**src/rtl/plan_activation_if.sv**
```systemverilog
// Valid/ready bundle for the PLAN activation unit.
// Operand side flows in, result side flows out.
interface plan_activation_if #(
    parameter int N = 32
);
    logic         in_valid;
    logic         in_ready;
    logic         mode;
    logic [N-1:0] x_in;
    logic         out_valid;
    logic         out_ready;
    logic [N-1:0] out;

    modport master (
        output in_valid, mode, x_in, out_ready,
        input  in_ready, out_valid, out
    );

    modport slave (
        input  in_valid, mode, x_in, out_ready,
        output in_ready, out_valid, out
    );
endinterface

```
**src/rtl/plan_activation.sv**
```systemverilog
// PLAN piecewise-linear sigmoid/tanh, one op in flight.
// Q(N-FRAC).FRAC signed fixed point, one FSM state per pipeline step.
module plan_activation #(
    parameter int N    = 32,
    parameter int FRAC = 16
) (
    input logic              clk,
    input logic              rst,
    plan_activation_if.slave bus
);

    if ((FRAC < 5) || (N - FRAC < 5)) begin : g_bad_params
        $error("plan_activation: need FRAC>=5 and N-FRAC>=5");
    end

    localparam logic [N-1:0] ONE   = N'(1) << FRAC;
    localparam logic [N-1:0] FIVE  = N'(5) << FRAC;
    localparam logic [N-1:0] T2375 = N'(19) << (FRAC - 3);
    localparam logic [N-1:0] C844  = N'(27) << (FRAC - 5);
    localparam logic [N-1:0] C625  = N'(5) << (FRAC - 3);
    localparam logic [N-1:0] HALF  = N'(1) << (FRAC - 1);
    localparam logic [N-1:0] MIN   = {1'b1, {(N-1){1'b0}}};

    typedef enum logic [2:0] {
        S_IDLE,
        S_ABS,
        S_SEG,
        S_SYM,
        S_MAP,
        S_OUT
    } state_t;

    state_t       state_q, state_d;
    logic [N-1:0] x_q, x_d;
    logic         mode_q, mode_d;
    logic         s_q, s_d;
    logic [N-1:0] a_q, a_d;
    logic [N-1:0] y_q, y_d;
    logic [N-1:0] sig_q, sig_d;
    logic [N-1:0] out_q, out_d;

    logic [N-1:0] z;
    logic         ovf;

    always_comb begin
        state_d = state_q;
        x_d     = x_q;
        mode_d  = mode_q;
        s_d     = s_q;
        a_d     = a_q;
        y_d     = y_q;
        sig_d   = sig_q;
        out_d   = out_q;
        // doubling for tanh overflows exactly when the top two bits differ
        ovf     = mode_q && (x_q[N-1] ^ x_q[N-2]);
        z       = mode_q ? (x_q + x_q) : x_q;

        unique case (state_q)
            S_IDLE: begin
                if (bus.in_valid) begin
                    x_d     = bus.x_in;
                    mode_d  = bus.mode;
                    state_d = S_ABS;
                end
            end
            S_ABS: begin
                if (ovf) begin
                    s_d = x_q[N-1];
                    a_d = FIVE;
                end else begin
                    s_d = z[N-1];
                    if (z == MIN) begin
                        a_d = FIVE;
                    end else begin
                        a_d = z[N-1] ? -z : z;
                    end
                end
                state_d = S_SEG;
            end
            S_SEG: begin
                if (a_q >= FIVE) begin
                    y_d = ONE;
                end else if (a_q >= T2375) begin
                    y_d = (a_q >> 5) + C844;
                end else if (a_q >= ONE) begin
                    y_d = (a_q >> 3) + C625;
                end else begin
                    y_d = (a_q >> 2) + HALF;
                end
                state_d = S_SYM;
            end
            S_SYM: begin
                sig_d   = s_q ? (ONE - y_q) : y_q;
                state_d = S_MAP;
            end
            S_MAP: begin
                out_d   = mode_q ? (sig_q + sig_q - ONE) : sig_q;
                state_d = S_OUT;
            end
            S_OUT: begin
                if (bus.out_ready) begin
                    state_d = S_IDLE;
                end
            end
            default: begin
                state_d = S_IDLE;
            end
        endcase
    end

    always_ff @(posedge clk) begin
        if (rst) begin
            state_q <= S_IDLE;
            x_q     <= '0;
            mode_q  <= 1'b0;
            s_q     <= 1'b0;
            a_q     <= '0;
            y_q     <= '0;
            sig_q   <= '0;
            out_q   <= '0;
        end else begin
            state_q <= state_d;
            x_q     <= x_d;
            mode_q  <= mode_d;
            s_q     <= s_d;
            a_q     <= a_d;
            y_q     <= y_d;
            sig_q   <= sig_d;
            out_q   <= out_d;
        end
    end

    assign bus.in_ready  = (state_q == S_IDLE) && !rst;
    assign bus.out_valid = (state_q == S_OUT);
    assign bus.out       = out_q;

endmodule

```
**src/flat_wrapper.sv**
```systemverilog
// flat-port wrapper written by rule: the top's interface ports become plain ports
module plan_activation_flat 
#(
    parameter int N    = 32,
    parameter int FRAC = 16
)
  (clk, rst, bus_in_valid, bus_mode, bus_x_in, bus_out_ready, bus_in_ready, bus_out_valid, bus_out);
  plan_activation_if #(.N(N)) bus_i ();
  input logic clk;
  input logic rst;
  input wire logic [$bits(bus_i.in_valid)-1:0] bus_in_valid;
  input wire logic [$bits(bus_i.mode)-1:0] bus_mode;
  input wire logic [$bits(bus_i.x_in)-1:0] bus_x_in;
  input wire logic [$bits(bus_i.out_ready)-1:0] bus_out_ready;
  output wire logic [$bits(bus_i.in_ready)-1:0] bus_in_ready;
  output wire logic [$bits(bus_i.out_valid)-1:0] bus_out_valid;
  output wire logic [$bits(bus_i.out)-1:0] bus_out;
  assign bus_i.in_valid = bus_in_valid;
  assign bus_i.mode = bus_mode;
  assign bus_i.x_in = bus_x_in;
  assign bus_i.out_ready = bus_out_ready;
  assign bus_in_ready = bus_i.in_ready;
  assign bus_out_valid = bus_i.out_valid;
  assign bus_out = bus_i.out;
  plan_activation #(.N(N), .FRAC(FRAC)) u_core (.clk(clk), .rst(rst), .bus(bus_i));
endmodule
```
**config.mk**
```make
export PLATFORM = sky130hd
export DESIGN_NAME = plan_activation_flat
export DESIGN_NICKNAME = d
export VERILOG_FILES = /design/src/rtl/plan_activation_if.sv /design/src/rtl/plan_activation.sv /design/src/flat_wrapper.sv
export SDC_FILE = /design/constraint.sdc
export NUM_CORES = 1
export LEC_CHECK = 0
export CAP_MARGIN = 10
export CORE_ASPECT_RATIO = 0.9
export CORE_MARGIN = 1
export CORE_UTILIZATION = 50
export CTS_BUF_LIST = sky130_fd_sc_hd__clkbuf_8 sky130_fd_sc_hd__clkbuf_16
export DETAILED_ROUTE_END_ITERATION = 10
export GPL_TIMING_DRIVEN = 0
export PLACE_DENSITY = 0.7
export SYNTH_ARGS = -nofsm -noshare
export SYNTH_HDL_FRONTEND = slang
export SYNTH_SLANG_ARGS = --single-unit
```
**constraint.sdc**
```tcl
create_clock -name clk -period 9 [get_ports clk]
set_clock_uncertainty 0.1 [all_clocks]
set_input_delay 1.8 -clock clk [delete_from_list [all_inputs] [get_ports clk]]
set_output_delay 1.8 -clock clk [all_outputs]
set_load 0.05 [all_outputs]
```
# Word level (Yosys, flattened, before mapping)
# Cells that the tools add are included.
[op_classes] n_addsub=8 n_lt_le_gt_ge=3 eq_ne=8 mux=13 bitwise=1 n_reduce_logical=6
[ops] cell="32-bit two-way mux" count=9
[ops] cell="32-bit adder" count=2
[ops] cell="32-bit == test (second input constant)" count=1
[ops] cell="32-bit by 17-bit greater-or-equal comparator with 1-bit output (second input constant)" count=1
[ops] cell="32-bit by 18-bit greater-or-equal comparator with 1-bit output (second input constant)" count=1
[ops] cell="32-bit by 19-bit greater-or-equal comparator with 1-bit output (second input constant)" count=1
[ops] cell="32-bit negator" count=1
[ops] cell="17-bit by 32-bit subtractor with 32-bit output (first input constant)" count=1
[ops] cell="32-bit by 17-bit subtractor with 32-bit output (second input constant)" count=1
[ops] cell="30-bit by 16-bit adder with 31-bit output (second input constant)" count=1
[ops] cell="29-bit by 16-bit adder with 30-bit output (second input constant)" count=1
[ops] cell="27-bit by 16-bit adder with 28-bit output (second input constant)" count=1
[ops] cell="3-bit one-hot mux with 6 select lines" count=1
[ops] cell="3-bit by 2-bit == test with 1-bit output (second input constant)" count=2
[ops] cell="3-bit == test (second input constant)" count=2
[ops] cell="3-bit two-way mux" count=2
[ops] cell="2-bit inequality test (second input constant)" count=2
[ops] cell="2-bit AND reduction" count=2
[ops] cell="3-bit by 1-bit == test with 1-bit output (second input constant)" count=1
[ops] cell="3-bit zero test" count=1
[ops] cell="1-bit logical AND" count=2
[ops] cell="1-bit zero test" count=1
[ops] cell="1-bit two-way mux" count=1
[ops] cell="1-bit bitwise XOR" count=1
[totals] register_bits=165 word_cells=47

# Logic depth before layout (Yosys ltp)
# Gate-level depths: netlist (run 1).
[logic_depth] depth_word=6 depth_mapped=14

# Worst setup path after synthesis (run 1)
# No wires, ideal clock.
[synth_path] kind="input-to-output" startpoint="input rst" endpoint="output bus_in_ready" arrival_ps=3712 required_ps=7100 setup_slack_ps=3388 cell_stages=4 path_buffers=3 cell_sequence="buf_6 -> buf_4 -> clkbuf_1 -> nor4_1"
[synth_between] elab_chain_len=2
[synth_lines] element="start: declaration" line="flat_wrapper.sv:10" rtl="input logic rst;"
[synth_lines] element="1-bit zero test" line="plan_activation.sv:133" rtl="assign bus.in_ready = (state_q == S_IDLE) && !rst;"
[synth_lines] element="1-bit logical AND" line="plan_activation.sv:133"
[synth_lines] element="end: declaration" line="flat_wrapper.sv:15" rtl="output wire logic [$bits(bus_i.in_ready)-1:0] bus_in_ready;"
# No other way between the ends.

# Worst setup path after layout (run 1)
# Ends and elaborated chain as after synthesis.

==> run_results.csv, run 1 <==
group,metric,value,unit
yosys,avgSynthCellArea,7.82,µm²
finish,diodes,0,
critical_path,reg2reg_from,"u_core.mode_q",
yosys,netlist.area_leader.share,36.1,%
floorplan,pin_count,71,
hold_path,hold_end,"u_core.bus.out[28]",
timing,rsz0062_at_grt,"false",
yosys,ys.flop_type,"dfxtp_1",
global_routing,grt_usage,28.9,%
yosys,synth_seq_cells,164,
timing,timing.setup.tns,0,ns
place,place_ws,3.04,ns
yosys,syn_inst,1164,
clock_network,cts_setup_buffers,0,
yosys,yosysWarnings,0,
clock_network,cts-root-buf,"clkbuf_16",
place,numPlacedInstances,1474,
critical_path,worstSetupPathType,"primary input to output port",
route,drtPass1Iterations,5,
global_routing,grt_pass1_vias,8155,
power,peakVddDrop,0.132,mV
critical_path,cp-startpoint,"rst",
finish,syn_to_final_growth,17.4,%
hold_path,min_path_cells,2,
timing,fin_ws,3.04,ns
route,drt_iter0_markers,554,
power,power_density,206,nW/µm²
run,maxCapViolations,0,
clock_network,postCtsHoldBufs,0,
critical_path,rrSetupSlack,4.25,ns
route,detail_route.wl_per_cell,17.2,µm
yosys,synth-edff-count,0,
timing,period_minus_slack,5.96,ns
place,place_congestion,0.922,
finish,multi_input_comb_area,5310,µm²
yosys,syn_area,9100,µm²
critical_path,critPathMostFrequentCell,"clkdlybuf4s50_1",
floorplan,rows,46,
finish,nFillCells,1709,
critical_path,crit_arrival,4.06,ns
critical_path,critPathMaxStageDelay,0.72,ns
outcome,outcome,"finished, final reports clean",
timing,setup_viol,0,
floorplan,initial_utilization,51.3,%
finish,seq_area,3280,µm²
floorplan,die_area,18700,µm²
yosys,synth-async-reset-ratio,0,%
global_routing,antenna_found_initial,0,
yosys,yosysMostFrequentCell,"nand2_1",
yosys,yosys-top-cells-area,"dfxtp_1, nand2_1, a21oi_1",
route,post_drt_via_cell_ratio,5.84,
route,routed_wl,26.0,mm
yosys,ys_seq_area_share,36.1,%
timing,maxSlewViolCount,0,
clock_network,cts_tree,"done",
route,drc_errors,0,
floorplan,die_y,130,µm
place,dp_hpwl,19.3,mm
clock_network,clock_sinks,164,
clock_network,cts-buffers-inserted,17,
timing,hold_viol_final,0,
power,totalPowerFinal,2200,µW
hold_path,hp-class,"flip-flop to flip-flop",
critical_path,crit_chain,"clkdlybuf4s50_1, buf_6, buf_4, clkbuf_1, nor4_1, clkdlybuf4s50_1",
clock_network,ctsResizeCount,0,
critical_path,r2r-end,"u_core.a_q[7]",
route,via_count,8792,
yosys,synthTopCellsByCount,"nand2_1, dfxtp_1, nor2_1",
finish,drive_above_1_share,5.21,%
timing,fin_hold_ws,0.351,ns
timing,max_freq,168,MHz
critical_path,worstPathMaxFanout,10,
floorplan,core_area,17700,µm²
critical_path,critPathLaunchType,"primary input",
yosys,synth_top_cell_by_area,"dfxtp_1",
clock_network,clk_pin_slew,0.08,ns
place,io_buffers,70,
floorplan,die_x,144,µm
route,ant_nets,0,
yosys,synth_cell_type_count,75,
timing,tightest_slew,0.874,ns
critical_path,cp.required,7.10,ns
yosys,syn_nets,1211,
timing,period_share,66.2,%
global_routing,grt_start_max_net_pins,19,
finish,final_nets,1300,
clock_network,htree_levels,4,
critical_path,ff2ff_path_depth,13,
global_routing,grt_pass1_wl,41.8,mm
global_routing,grt_overflow,0,
timing,relSlewSlack,41.5,%
finish,final_cells,1506,
power,leakagePower,0.00388,µW
critical_path,worst_setup_path_end_kind,"output port",
critical_path,crit_slowest_cell,"clkdlybuf4s50_1",
clock_network,clock_latency,0.44,ns
clock_network,clock_path_buffers,2,
hold_path,hold_start,"u_core.bus.out[28]",
per-stage QoR:
| step | cell area (µm²) | util, % |
|---|---|---|
| floorplan | 9100 | - |
| global placement | 10100 | 57.0 |
| detailed placement | 10100 | 57.0 |
| CTS | 10700 | 60.3 |
| global route | 10700 | 60.3 |
| finish | 10700 | 60.3 |
worst max path at each step:
stage	end	slack (ns)	depth (start not counted)
after detailed placement	bus_in_ready	3.04	6
after global routing	bus_in_ready	2.92	6
final	bus_in_ready	3.04	6
after floorplan	bus_in_ready	3.39	4
after global placement	bus_in_ready	3.02	6
after CTS	bus_in_ready	3.03	6
cell families (layout without fill, tap and decap cells):
group / count (synthesis) / in the layout / share of synthesized area (%)
flops: 164 / 164 / 36.1
xor+xnor: 48 / 48 / 4.62
fa+ha+maj: 10 / 10 / 1.37
mux: 35 / 35 / 3.85
buf+inv: 123 / 225 / 5.59
simple gates: 448 / 448 / 24.0
compound gates: 336 / 336 / 24.5
area by class of cell:
| type | instances | share of cell area [%] |
|---|---|---|
| flip-flops and latches | 164 | 30.7 |
| well taps | 240 | 2.81 |
| plain buffers | 105 | 4.13 |
| inverters | 18 | 0.632 |
| clock inverters | 15 | 1.49 |
| clock buffers | 17 | 3.98 |
| multi-input cells | 877 | 49.7 |
| repair buffers | 70 | 6.56 |
report_power, final:
group          internal [µW]  total [µW]  switching, µW
clock                    371         723            352
sequential               769         812           43.1
combinational            243         663            420
routing by layer:
metal	GRT usage, %	up-vias	part of all wire, %
li1	-	4385	-
met1	34.5	4067	43
met2	49.0	272	47
met3	6.57	68	6.3
met4	14.4	0	3.8
met5	0	-	0
critical path: cells and delay by family:
family / cells / cell delay [ns]
buf+inv: 5 / 2.15
simple gates: 1 / 0.09
cell usage in the layout (no fill, tap or decap), types with 23 or more instances in the layout:
| cell type | Yosys | routed |
|---|---|---|
| a211oi_1 | 48 | 48 |
| nand2_1 | 165 | 165 |
| o21ai_0 | 49 | 49 |
| clkdlybuf4s50_1 | 0 | 70 |
| nor2_1 | 112 | 112 |
| a21oi_1 | 100 | 100 |
| o211ai_1 | 23 | 23 |
| clkbuf_1 | 87 | 87 |
| xor2_1 | 32 | 32 |
| mux2i_1 | 35 | 35 |
| dfxtp_1 | 164 | 164 |
| nor3_1 | 25 | 25 |
state kept, by name, indices dropped and copies added, names as in the netlist:
register	cells
u_core.state_q	3
u_core.mode_q	1
u_core.s_q	1
u_core.y_q	31
u_core.sig_q	32
u_core.x_q	32
u_core.bus.out	32
u_core.a_q	32
(Power assumes the default switching activity.)
==> run 2, diff against run 1 <==
--- a/config.mk
+++ b/config.mk
@@ -12,7 +12,7 @@
 export CTS_BUF_LIST = sky130_fd_sc_hd__clkbuf_8 sky130_fd_sc_hd__clkbuf_16
 export DETAILED_ROUTE_END_ITERATION = 10
 export GPL_TIMING_DRIVEN = 0
-export PLACE_DENSITY = 0.7
+export PLACE_DENSITY = 0.73
 export SYNTH_ARGS = -nofsm -noshare
 export SYNTH_HDL_FRONTEND = slang
 export SYNTH_SLANG_ARGS = --single-unit
==> constraint.sdc (replaced) <==
create_clock -name clk -period 4.9 [get_ports clk]
set_clock_uncertainty 0.1 [all_clocks]
set_input_delay 0.98 -clock clk [delete_from_list [all_inputs] [get_ports clk]]
set_output_delay 0.98 -clock clk [all_outputs]
set_load 0.05 [all_outputs]
==> run 2 against run 1 <==
  * Count of clock-buffer cells in the layout rose by 1
  * Final cell count barely moved
  * Hold slack got worse by 0.0018 ns
  * Highest routed layer unchanged
  * Power rose by 84%
  * Clock power rose by 85%
  * Global-route usage rose by 0.27 points
  * Register-to-register slack got worse by 4.0 ns
  * First-iteration DRC count rose by 15%
  * Die area did not move
  * Largest power group unchanged
==> run_results.csv, run 2 (synthesis results as in run 1) <==
group,metric,value,unit
outcome,outcome,"finished, final reports clean",
floorplan,core_area,17700,µm²
finish,multi_input_comb_area,5320,µm²
floorplan,die_area,18700,µm²
route,drc_errors,0,
critical_path,worst_setup_path_end_kind,"flip-flop",
floorplan,die_x,144,µm
power,p_int,2550,µW
finish,mostFrequentLayoutCells,"nand2_1, dfxtp_1, nor2_1",
timing,relSlewSlack,38.4,%
finish,syn_to_final_growth,17.5,%
critical_path,r2r-end,"u_core.a_q[16]",
route,post_drt_via_cell_ratio,5.97,
place,io_buffers,70,
route,routed_wl,26.3,mm
finish,final_nets,1299,
critical_path,worstPathMaxFanout,10,
route,wl_met3,1.70,mm
critical_path,cp-startpoint,"u_core.mode_q",
critical_path,critPathLaunchType,"flip-flop",
critical_path,crit_arrival,4.77,ns
run,maxCapViolations,0,
critical_path,critPathMostFrequentCell,"clkbuf_1",
critical_path,worstPathBufferInverterCount,6,
hold_path,hold_start,"u_core.a_q[29]",
floorplan,die_y,130,µm
timing,hold_viol_final,0,
clock_network,cts-buffers-inserted,17,
global_routing,antenna_found_initial,0,
timing,timing.setup.tns,0,ns
power,peakVddDrop,0.294,mV
critical_path,critPathTopFamily,"buffers and inverters",
route,ant_nets,0,
finish,seq_area,3280,µm²
place,dp_hpwl,19.4,mm
critical_path,worstSetupPathType,"flip-flop to flip-flop",
critical_path,reg2reg_from,"u_core.mode_q",
clock_network,cts_tree,"done",
timing,setup_viol,0,
clock_network,cts_setup_buffers,0,
route,detail_route.wl_per_cell,17.5,µm
place,place_ws,0.323,ns
route,wl_met1,11.1,mm
route,top_layer,"met4",
clock_network,cts-root-buf,"clkbuf_16",
critical_path,ff2ff_path_depth,14,
power,power_density,379,nW/µm²
finish,nFillCells,1712,
clock_network,postCtsHoldBufs,0,
power,leakagePower,0.00388,µW
timing,period_share,94.0,%
critical_path,crit_chain,"clkbuf_1, buf_2, inv_1, clkbuf_1, clkbuf_1, nand2_1, ha_1, nor3b_2, nand4_1, clkbuf_1, o21ai_0, a21oi_1, o221ai_1, a221oi_1",
power,switching_share,37.0,%
timing,tightest_slew,0.924,ns
timing,rsz0062_at_grt,"false",
power,switchingPower,1500,µW
power,power_frac_clock,33.0,%
critical_path,worstSetupEndpoint,"u_core.a_q[16]",
power,comb_power_share,30.1,%
critical_path,worst-path-stages,14,
critical_path,rrSetupSlack,0.30,ns
clock_network,clock_path_buffers,2,
route,drtPass1Iterations,7,
timing,period_minus_slack,4.60,ns
critical_path,critPathMaxStageDelay,0.45,ns
hold_path,hp-class,"flip-flop to flip-flop",
floorplan,rows,46,
timing,fin_ws,0.296,ns
global_routing,grt_pass1_wl,42.4,mm
power,p_seq_share,36.9,%
global_routing,grt_overflow,0,
finish,layout.cells.most_common,"nand2_1",
clock_network,clk_pin_slew,0.07,ns
floorplan,pin_count,71,
critical_path,cp.required,5.07,ns
route,wl_met2,12.4,mm
global_routing,grt_pass1_vias,8320,
place,place_congestion,0.942,
critical_path,crit_slowest_cell,"nor3b_2",
clock_network,htree_levels,4,
finish,diodes,0,
timing,maxSlewViolCount,0,
floorplan,initial_utilization,51.3,%
global_routing,grt_start_max_net_pins,19,
clock_network,clock_latency,0.44,ns
route,via_count,8986,
global_routing,grt_usage,29.2,%
route,drt_iter0_markers,638,
clock_network,clock_sinks,164,
timing,max_freq,217,MHz
finish,drive_above_1_share,5.38,%
==> run 2: power groups by stage <==
stage	logic, µW	registers, µW	clock network, µW
finish	1220	1490	1340
global route	1330	1510	1410
CTS	1200	1490	1350
detailed placement	1200	1520	0
global placement	1180	1520	0
floorplan	864	1520	0
==> run 2: per-stage QoR <==
stage               instances  power, µW  cell area (µm²)  utilization, %  hold slack, ns
CTS                      1506       4040            10700            60.3           0.354
global route             1505       4250            10700            60.3           0.375
finish                   1505       4050            10700            60.3           0.349
floorplan                1164       2380             9100               -           0.326
detailed placement       1474       2720            10100            57.0           0.343
global placement         1474       2700            10100            57.0           0.338
==> run 2: area by class of cell <==
class                   count  area share [%]
multi-input cells         877            49.7
flip-flops and latches    164            30.7
repair buffers             70            6.55
clock buffers              18            4.11
plain buffers             104            4.09
well taps                 240            2.81
clock inverters            14            1.43
inverters                  18           0.632
==> run 2: worst min path at each step <==
| stage | depth (start not counted) | slack [ns] | endpoint |
|---|---|---|---|
| 3_3_place_gp | 2 | 0.34 | u_core.a_q[27] |
| 4_1_cts | 2 | 0.35 | u_core.a_q[29] |
| 6_report | 2 | 0.35 | u_core.a_q[29] |
| 5_1_grt | 2 | 0.38 | u_core.a_q[23] |
| 3_5_place_dp | 2 | 0.34 | u_core.a_q[27] |
| 2_1_floorplan | 2 | 0.33 | u_core.a_q[29] |
==> run 2: repair_timing <==
| item | CTS | global route |
|---|---|---|
| gates resized for setup | 0 | 1 |
| hold endpoints to repair | 0 | 0 |
| endpoints found under the setup margin | 0 | 13 |
==> run 2: tightest hold or removal path: cells and delay by family, from the launching register on <==
family / cells / cell delay, ns
AO/OA/AOI/OAI: 1 / 0.05
flip-flops: 1 / 0.31
AND/OR/NAND/NOR: 1 / 0.05
==> run 2: layer usage <==
| metal | GRT usage, % | up-vias |
|---|---|---|
| met1 | 36.2 | 4184 |
| met4 | 14.2 | 0 |
| met5 | 0 | - |
| li1 | - | 4372 |
| met2 | 49.5 | 345 |
| met3 | 4.55 | 85 |
==> run 3, diff against run 2 <==
--- a/config.mk
+++ b/config.mk
@@ -7,7 +7,7 @@
 export LEC_CHECK = 0
 export CAP_MARGIN = 10
 export CORE_ASPECT_RATIO = 0.9
-export CORE_MARGIN = 1
+export CORE_MARGIN = 5
 export CORE_UTILIZATION = 50
 export CTS_BUF_LIST = sky130_fd_sc_hd__clkbuf_8 sky130_fd_sc_hd__clkbuf_16
 export DETAILED_ROUTE_END_ITERATION = 10
==> run 3 against run 2 <==
  * Critical path depth shrank 1
  * Register-to-register slack gained 0.03 ns
  * Sequential power is essentially flat
  * Worst setup slack gained 0.028 ns
  * Power grew 1.3%
  * Fmax grew 0.62%
  * Clock power grew 5%
  * Critical path type unchanged
  * Critical endpoint is now u_core.a_q[6]
  * Largest cell class unchanged
  * Largest power group unchanged
==> run_results.csv, run 3 (synthesis results as in run 1) <==
group,metric,value,unit
clock_network,htree_levels,4,
place,place_congestion,0.958,
critical_path,cp-startpoint,"u_core.mode_q",
floorplan,rows,46,
place,numPlacedInstances,1474,
run,maxCapViolations,0,
route,drtPass1Iterations,5,
floorplan,initial_utilization,51.2,%
floorplan,die_x,152,µm
timing,fin_hold_ws,0.349,ns
power,comb_power_share,29.4,%
global_routing,grt_start_max_net_pins,20,
timing,relSlewSlack,39.5,%
floorplan,die_area,21000,µm²
floorplan,die_y,138,µm
power,leakagePower,0.00390,µW
route,routed_wl,25.8,mm
route,ant_nets,0,
critical_path,worst_setup_path_end_kind,"flip-flop",
power,p_int,2600,µW
finish,syn_to_final_growth,17.9,%
timing,hold_viol_final,0,
route,drc_errors,0,
power,switchingPower,1500,µW
outcome,outcome,"finished, final reports clean",
global_routing,grt_pass1_vias,8221,
power,power_density,383,nW/µm²
finish,final_nets,1299,
route,post_drt_via_cell_ratio,5.86,
critical_path,rrSetupSlack,0.32,ns
clock_network,cts_setup_buffers,0,
power,totalPowerFinal,4100,µW
route,drt_iter0_markers,633,
timing,period_share,93.4,%
critical_path,worstPathMaxFanout,10,
floorplan,core_area,17800,µm²
clock_network,ctsResizeCount,0,
route,detail_route.wl_per_cell,17.1,µm
critical_path,worstSetupPathType,"flip-flop to flip-flop",
timing,timing.setup.tns,0,ns
clock_network,clk_pin_slew,0.07,ns
power,power_frac_clock,34.2,%
timing,setup_viol,0,
critical_path,crit_arrival,4.82,ns
global_routing,grt_usage,23.9,%
clock_network,postCtsHoldBufs,0,
timing,max_freq,219,MHz
timing,maxSlewViolCount,0,
floorplan,pin_count,71,
power,switching_share,36.6,%
hold_path,hold_start,"u_core.a_q[29]",
critical_path,cp.required,5.15,ns
global_routing,antenna_found_initial,0,
power,peakVddDrop,0.256,mV
critical_path,reg2reg_from,"u_core.mode_q",
clock_network,cts-root-buf,"clkbuf_16",
clock_network,cts_tree,"done",
critical_path,critPathLaunchType,"flip-flop",
finish,mostFrequentLayoutCells,"nand2_1, dfxtp_1, nor2_1",
place,io_buffers,70,
timing,tightest_slew,0.904,ns
timing,period_minus_slack,4.58,ns
global_routing,grt_pass1_wl,41.7,mm
place,dp_hpwl,19.1,mm
clock_network,clock_path_buffers,2,
clock_network,cts-buffers-inserted,17,
finish,diodes,0,
global_routing,grt_overflow,0,
finish,fin_util,60.3,%
route,via_count,8816,
clock_network,clock_sinks,164,
clock_network,clock_latency,0.44,ns
finish,layout.cells.most_common,"nand2_1",
timing,rsz0062_at_grt,"false",
finish,final_cells,1505,
hold_path,hp-class,"flip-flop to flip-flop",
finish,drive_above_1_share,5.30,%
power,p_seq_share,36.4,%
[run 3: path summary, 6_finish.rpt]
path         depth (start not counted)             end
max                                 13   u_core.a_q[6]
max reg2reg                         13   u_core.a_q[6]
min                                  2  u_core.a_q[29]
min reg2reg                          2  u_core.a_q[29]
[run 3: layout make-up]
type / count / area (µm²)
sequential: 164 / 3280
timing repair buffer: 70 / 701
multi-input combinational: 877 / 5310
clock inverter: 15 / 205
tap: 240 / 300
buffer: 104 / 438
inverter: 18 / 67.6
clock buffer: 17 / 425
fill: 1610 / 7050
[run 3: layer usage]
metal / up-vias / wire (µm) / global-route usage (%)
met5: - / 0 / 0
met4: 0 / 907 / 11.4
met3: 66 / 1710 / 4.56
met2: 320 / 12100 / 39.6
met1: 4058 / 11000 / 30.1
li1: 4372 / - / -
[run 3: worst max-delay path, stage by stage (launching register included)]
cell      delay [ns]
dfxtp_1         0.31
clkbuf_1        0.24
buf_2           0.28
inv_1           0.18
clkbuf_1        0.43
clkbuf_1        0.54
nand2_1         0.18
ha_1            0.26
nor3b_2         0.21
nand4_1         0.32
nor4_4          0.10
a211oi_1        0.63
nand2b_1        0.38
o31ai_1         0.31
[run 3: power groups by stage]
stage                     combinational, µW  sequential (µW)  clock [µW]
after floorplan                         864             1520           0
after global placement                 1180             1520           0
after detailed placement               1190             1520           0
after CTS                              1190             1490        1420
after global routing                   1330             1500        1470
final                                  1210             1490        1410
[run 3: per-stage QoR]
stage | worst slack (ns) | instance area [µm²]
6_report | 0.324 | 10700
5_1_grt | 0.0194 | 10700
4_1_cts | 0.292 | 10700
3_5_place_dp | 0.295 | 10100
3_3_place_gp | 0.239 | 10100
2_1_floorplan | 0.928 | 9100
